## src/rtl/pilha_parametrizada.sv

```systemverilog
// Parametrised LIFO stack with registered top-of-stack, occupancy count and sticky error flags.
// Optional almost_full output is enabled by defining PILHA_ALMOST_FULL_EN.
module pilha_parametrizada #(
    parameter int unsigned WIDTH    = 4,
    parameter int unsigned DEPTH    = 10,
    parameter int unsigned AF_LEVEL = DEPTH - 1
) (
    input  logic                       clk_i,
    input  logic                       rst_ni,
    input  logic                       push_i,
    input  logic                       pop_i,
    input  logic                       clear_err_i,
    input  logic [WIDTH-1:0]           data_in_i,
    output logic [WIDTH-1:0]           data_out_o,
    output logic [$clog2(DEPTH+1)-1:0] count_o,
    output logic                       full_o,
    output logic                       empty_o,
    output logic                       overflow_o,
    output logic                       underflow_o
`ifdef PILHA_ALMOST_FULL_EN
    ,
    output logic                       almost_full_o
`endif
);

    localparam int unsigned CW = $clog2(DEPTH + 1);
    localparam int unsigned AW = $clog2(DEPTH);
    localparam logic [CW-1:0] DEPTH_CNT = CW'(DEPTH);

    logic [WIDTH-1:0] mem_q [DEPTH];
    logic [CW-1:0]    count_q, count_d;
    logic [WIDTH-1:0] data_out_q, data_out_d;
    logic             overflow_q, overflow_d;
    logic             underflow_q, underflow_d;
    logic             ovf_set, udf_set;
    logic             wr_en;
    logic [AW-1:0]    wr_idx;
    logic [AW-1:0]    top_idx, next_idx, below_idx;
    logic             full, empty;

    assign full  = (count_q == DEPTH_CNT);
    assign empty = (count_q == '0);

    // Index wrap on the out-of-range cases is harmless: those paths never use them.
    assign top_idx   = AW'(count_q - CW'(1));
    assign next_idx  = AW'(count_q);
    assign below_idx = AW'(count_q - CW'(2));

    always_comb begin
        count_d    = count_q;
        data_out_d = data_out_q;
        wr_en      = 1'b0;
        wr_idx     = top_idx;
        ovf_set    = 1'b0;
        udf_set    = 1'b0;

        if (push_i && pop_i) begin
            wr_en      = 1'b1;
            data_out_d = data_in_i;
            if (empty) begin
                wr_idx  = '0;
                count_d = CW'(1);
                udf_set = 1'b1;
            end else begin
                wr_idx = top_idx;
            end
        end else if (push_i) begin
            if (full) begin
                ovf_set = 1'b1;
            end else begin
                wr_en      = 1'b1;
                wr_idx     = next_idx;
                count_d    = count_q + CW'(1);
                data_out_d = data_in_i;
            end
        end else if (pop_i) begin
            if (empty) begin
                udf_set = 1'b1;
            end else begin
                count_d    = count_q - CW'(1);
                data_out_d = (count_q == CW'(1)) ? '0 : mem_q[below_idx];
            end
        end

        // Set wins over a simultaneous clear.
        overflow_d  = (overflow_q & ~clear_err_i) | ovf_set;
        underflow_d = (underflow_q & ~clear_err_i) | udf_set;
    end

    always_ff @(posedge clk_i) begin
        if (wr_en) begin
            mem_q[wr_idx] <= data_in_i;
        end
    end

    always_ff @(posedge clk_i or negedge rst_ni) begin
        if (!rst_ni) begin
            count_q     <= '0;
            data_out_q  <= '0;
            overflow_q  <= 1'b0;
            underflow_q <= 1'b0;
        end else begin
            count_q     <= count_d;
            data_out_q  <= data_out_d;
            overflow_q  <= overflow_d;
            underflow_q <= underflow_d;
        end
    end

    assign data_out_o  = data_out_q;
    assign count_o     = count_q;
    assign full_o      = full;
    assign empty_o     = empty;
    assign overflow_o  = overflow_q;
    assign underflow_o = underflow_q;

`ifdef PILHA_ALMOST_FULL_EN
    localparam logic [CW-1:0] AF_CNT = CW'(AF_LEVEL);

    logic almost_full_q;

    always_ff @(posedge clk_i or negedge rst_ni) begin
        if (!rst_ni) begin
            almost_full_q <= 1'b0;
        end else begin
            almost_full_q <= (count_d >= AF_CNT);
        end
    end

    assign almost_full_o = almost_full_q;
`else
    logic unused_af_level;
    assign unused_af_level = ^AF_LEVEL;
`endif

endmodule

```

## config.mk

```make
export PLATFORM = sky130hd
export DESIGN_NAME = pilha_parametrizada
export DESIGN_NICKNAME = d
export VERILOG_FILES = /design/src/rtl/pilha_parametrizada.sv
export SDC_FILE = /design/constraint.sdc
export NUM_CORES = 1
export LEC_CHECK = 0
export CAP_MARGIN = 20
export CORE_AREA = 2 2 71 73
export DETAILED_ROUTE_END_ITERATION = 6
export DIE_AREA = 0 0 73 75
export GPL_TIMING_DRIVEN = 1
export PLACE_DENSITY_LB_ADDON = 0.25
export SYNTH_ARGS = -nofsm -noshare
export SYNTH_HDL_FRONTEND = slang
export SYNTH_SLANG_ARGS = --single-unit
```

## constraint.sdc

```tcl
create_clock -name clk_i -period 8.4 [get_ports clk_i]
set_clock_uncertainty 0.1 [all_clocks]
set_input_delay 1.68 -clock clk_i [delete_from_list [all_inputs] [get_ports clk_i]]
set_output_delay 1.68 -clock clk_i [all_outputs]
set_load 0.1 [all_outputs]
```

# Word level (Yosys, flattened, before mapping)
# Memories as Yosys holds them, arrays and structs flattened.
# Index checks and enable logic that the tools add are counted.
# op_classes
add_sub_neg	3
multipliers	0
div_mod_pow	0
magnitude_cmp	0
n_eq_ne	5
shift	0
mux	28
bitwise_logic	5
reduce_logical	5
# op_table
operator	n
$mux 4	16
$mux 1	12
$ne 3x2->1 const B	2
$add 4x1->4 const B	1
$eq 4x1->1 const B	1
$eq 4x4->1 const B	1
$logic_not 4->1	1
$reduce_and 4->1	1
$sub 4x1->4 const B	1
$sub 4x2->4 const B	1
$reduce_and 3->1	1
$reduce_bool 3->1	1
$and 1x1->1	2
$ne 2x2->1 const B	1
$or 1x1->1	2
$logic_and 1x1->1	1
$not 1->1	1
# word_totals
reg_bits	10
latchBits	0
ramBits	40
mem_bits_ro	0
inputBits	9
wordCells	51
mem_count	1
# mem_list
name	depth	word_bits	rd	rd_clocked_by_memory_dff	wr	line	rtl
mem_q	10	4	1	0	1	30	logic [WIDTH-1:0] mem_q [DEPTH];

# Depth between registers and ports, before layout
# An unclocked memory read counts as a cell.
# logic_depth
word_depth	7
mapped_depth	10
ltp_nobuf	6

# Worst setup path after synthesis
# OpenSTA, ideal clock, no wires.
# synth_timing
path_kind	reg-to-output
start	register count_q[0], in the netlist count_o[0]
end	output port empty_o
arrival_ns	2.525
required_ns	6.620
setup_slack_ns	4.095
path_stages_with_launch	7
n_path_buf	3
path_cell_list	dfrtp_1 -> buf_6 -> buf_8 -> inv_1 -> ha_1 -> buf_4 -> nor3b_4
# synth_via
elab_chain_len	1
# synth_lines
item	line	rtl
start, declared	31	logic [CW-1:0] count_q, count_d;
start signal, assigned	103	count_q <= count_d;
$logic_not 4->1	42	assign empty = (count_q == '0);
end, declared	17	output logic empty_o,
# No other way between the ends.

# Worst setup path after layout
# Same ends and word-level chain as after synthesis.

==> reports/summary.txt <==
WL per Instance: 19.4 microns
capturing point of the worst reg2reg path: mem_q[3][1]$_DFFE_PP_
Critical Path Fanout Max: 18
Max-Cap Viols: 0
fin util: 0.598
total power: 1090 uW
initial antenna violation count: 0
RR Startpoint: count_o[0]$_DFFE_PN0P_
CTS tree: yes
I/O pin count: 21
Worst setup SP type: register
number of buffers added on ports: 20
Post-Syn Nets: 194
share of cells above drive strength 1: 0.113
max incr delay on CP: 1.17 ns
worst slew pin tran: 1.02 ns
register area share after synthesis: 0.588
largest net degree at the start of global routing: 20
CTS hold repair buffers: 0
post_cts resized: 0
fin crit share: 0.593
RSZ-0062 raised after global routing: no
post-synthesis cell area: 2470 sq um
EDFF count, synth: 40
FILL cells: 350
DR DRC count: 0
Core ar.: 4660 sq um
dominant cell by count in the synthesized netlist: edfxtp_1
Pleak: 0.000980 uW
ys async rst share: 0.200
Stages on worst setup path: 4
worst reg-to-reg path cell count: 6
FF+latch count, synth: 50
later-pin clock latency in the skew report: 0.30 ns
hold path start: underflow_o$_DFF_PN0_
crit path kind: register to primary output
Final WS setup: 3.42 ns
Crit-path slowest cell: clkdlybuf4s50_1
Layout area overhead: 12.8%
worst path bufs/invs: 2
Max Clk Rate: 201 MHz
number of global-route vias before repair: 1,472
hold path cells: 2
CP delay by family, top: buffers and inverters
yosys warns: 0
root buf cell: clkbuf_8
chip height: 75 microns
WHS Endpoint: underflow_o$_DFF_PN0_
Initial Utilization: 0.530
CTS Buffer Depth: 2
Tot GR Track Use: 0.190
CP arrival: 3.20 ns
Peak VDD IR: 220 uV
first-pass GRT wire length: 7570 microns
Final Critical Period: 4.98 ns
Crit path required time: 6.62 ns
Final nets: 210
cell taking the most area after synthesis: edfxtp_1
worst-path cell chain: inv_1 -> ha_1 -> nor3b_4 -> clkdlybuf4s50_1
number of core rows: 25
Pins Over Slew Limit: 0
ANT cells: 0
area share of the largest cell type after synthesis: 0.486
initial DRC count: 153
hpwl dp: 3480 microns
final setup violation count: 0
ys flop type: edfxtp_1
grt total ovfl: 0
final hold violations: 0
Vias: 1,563
Place WS: 3.64 ns
RD Place Congestion: 0.925
Slew HR: 0.316
status: completed
pwr/cell area: 392 nW/um^2
H-tree Lvls: 2
Die X: 73 microns
Area contributors post-synth: edfxtp_1 (49%), dfrtp_1 (10%), mux4_2 (4.6%)
die area: 5480 sq um
vias per cell: 6.28
post-route antenna net violation count: 0
WL final: 4840 microns
top post-synthesis cells by count: edfxtp_1 (40), dfrtp_1 (10), nand3_1 (10), nor4_1 (10), nand2_1 (9)
Post-Syn Area per Cell: 13.9 sq um
Syn Inst Count: 178
clk slew on worst S/H paths: 0.10 ns
# clock sinks: 50
Setup TNS: 0 ns
hold slack final: 0.436 ns
Detailed Routing Iterations Pass 1: 4
post-CTS setup buffers: 0
endpoint class of the critical path: primary output
Min-Delay Path Class: register to register
CTS buffer count: 5
flop-to-flop setup slack: 4.69 ns
Distinct cells, synth: 48
-- power by group --
part,switching [uW],internal [uW],leakage (uW)
clock network,82.0,90.7,0.0000563
logic,357,191,0.000437
registers,57.6,314,0.000486
total,497,596,0.000980
-- placed cells by master, fill, tap and decap left out, types with 5 or more instances in the layout --
cell	Yosys	final
edfxtp_1	40	40
clkdlybuf4s50_1	0	20
nand3_1	10	10
nor4_1	10	10
dfrtp_1	10	10
nand2_1	9	9
inv_1	7	7
ha_1	7	7
a21oi_1	6	6
o21ai_0	6	6
nor2_1	6	6
mux4_2	5	5
mux2i_1	5	5
clkbuf_8	0	5
-- cell type report --
type | count | area [sq um] | area share
Inverter | 7 | 26.3 | 0.00943
Timing Repair Buffer | 20 | 200 | 0.0718
Sequential cell | 50 | 1450 | 0.521
Tap cell | 54 | 67.6 | 0.0242
Multi-Input combinational cell | 110 | 923 | 0.331
Clock buffer | 5 | 68.8 | 0.0247
Clock inverter | 3 | 48.8 | 0.0175
-- routing by layer --
metal	up-vias	GRT usage	wire, microns
li1	726	-	-
met1	785	0.244	2160
met2	43	0.329	2430
met3	9	0.0375	161
met4	0	0.0597	93
met5	-	0	0
-- state kept, by name, summed over array words and instances, names as in the netlist --
name,count
mem_q,40
count_o,4
data_out_o,4
overflow_o,1
underflow_o,1
-- tightest hold or removal path: stages (launching register included) --
cell,delay [ns]
dfrtp_1,0.38
inv_1,0.05
o21ai_0,0.06
-- kinds of logic (layout without fill, tap and decap cells) --
| logic type | after synthesis | after routing | share of synthesized area |
|---|---|---|---|
| buffers and inverters | 18 | 35 | 0.0385 |
| adders and majority gates | 7 | 7 | 0.0355 |
| DFF | 50 | 50 | 0.588 |
| and+or+nand+nor | 48 | 48 | 0.107 |
| muxes | 17 | 17 | 0.118 |
| xor gates and xnor gates | 2 | 2 | 0.0101 |
| AOI/OAI and AO/OA | 36 | 36 | 0.104 |
-- stage by stage --
stage	std cells	instance area [sq um]
floorplan	178	2470
global placement	241	2670
detailed placement	241	2670
CTS	249	2790
global route	249	2790
finish	249	2790
-- worst max path at each step --
| stage | start | end | slack, ns |
|---|---|---|---|
| after detailed placement | push_i | mem_q[7][2]$_DFFE_PP_ | 3.64 |
| after floorplan | count_o[0]$_DFFE_PN0P_ | empty_o | 4.09 |
| after global placement | count_o[0]$_DFFE_PN0P_ | empty_o | 3.77 |
| after global routing | count_o[0]$_DFFE_PN0P_ | empty_o | 3.28 |
| after CTS | count_o[0]$_DFFE_PN0P_ | empty_o | 3.41 |
| final | count_o[0]$_DFFE_PN0P_ | empty_o | 3.42 |
Note: power is estimated with default switching activity, not from simulation.
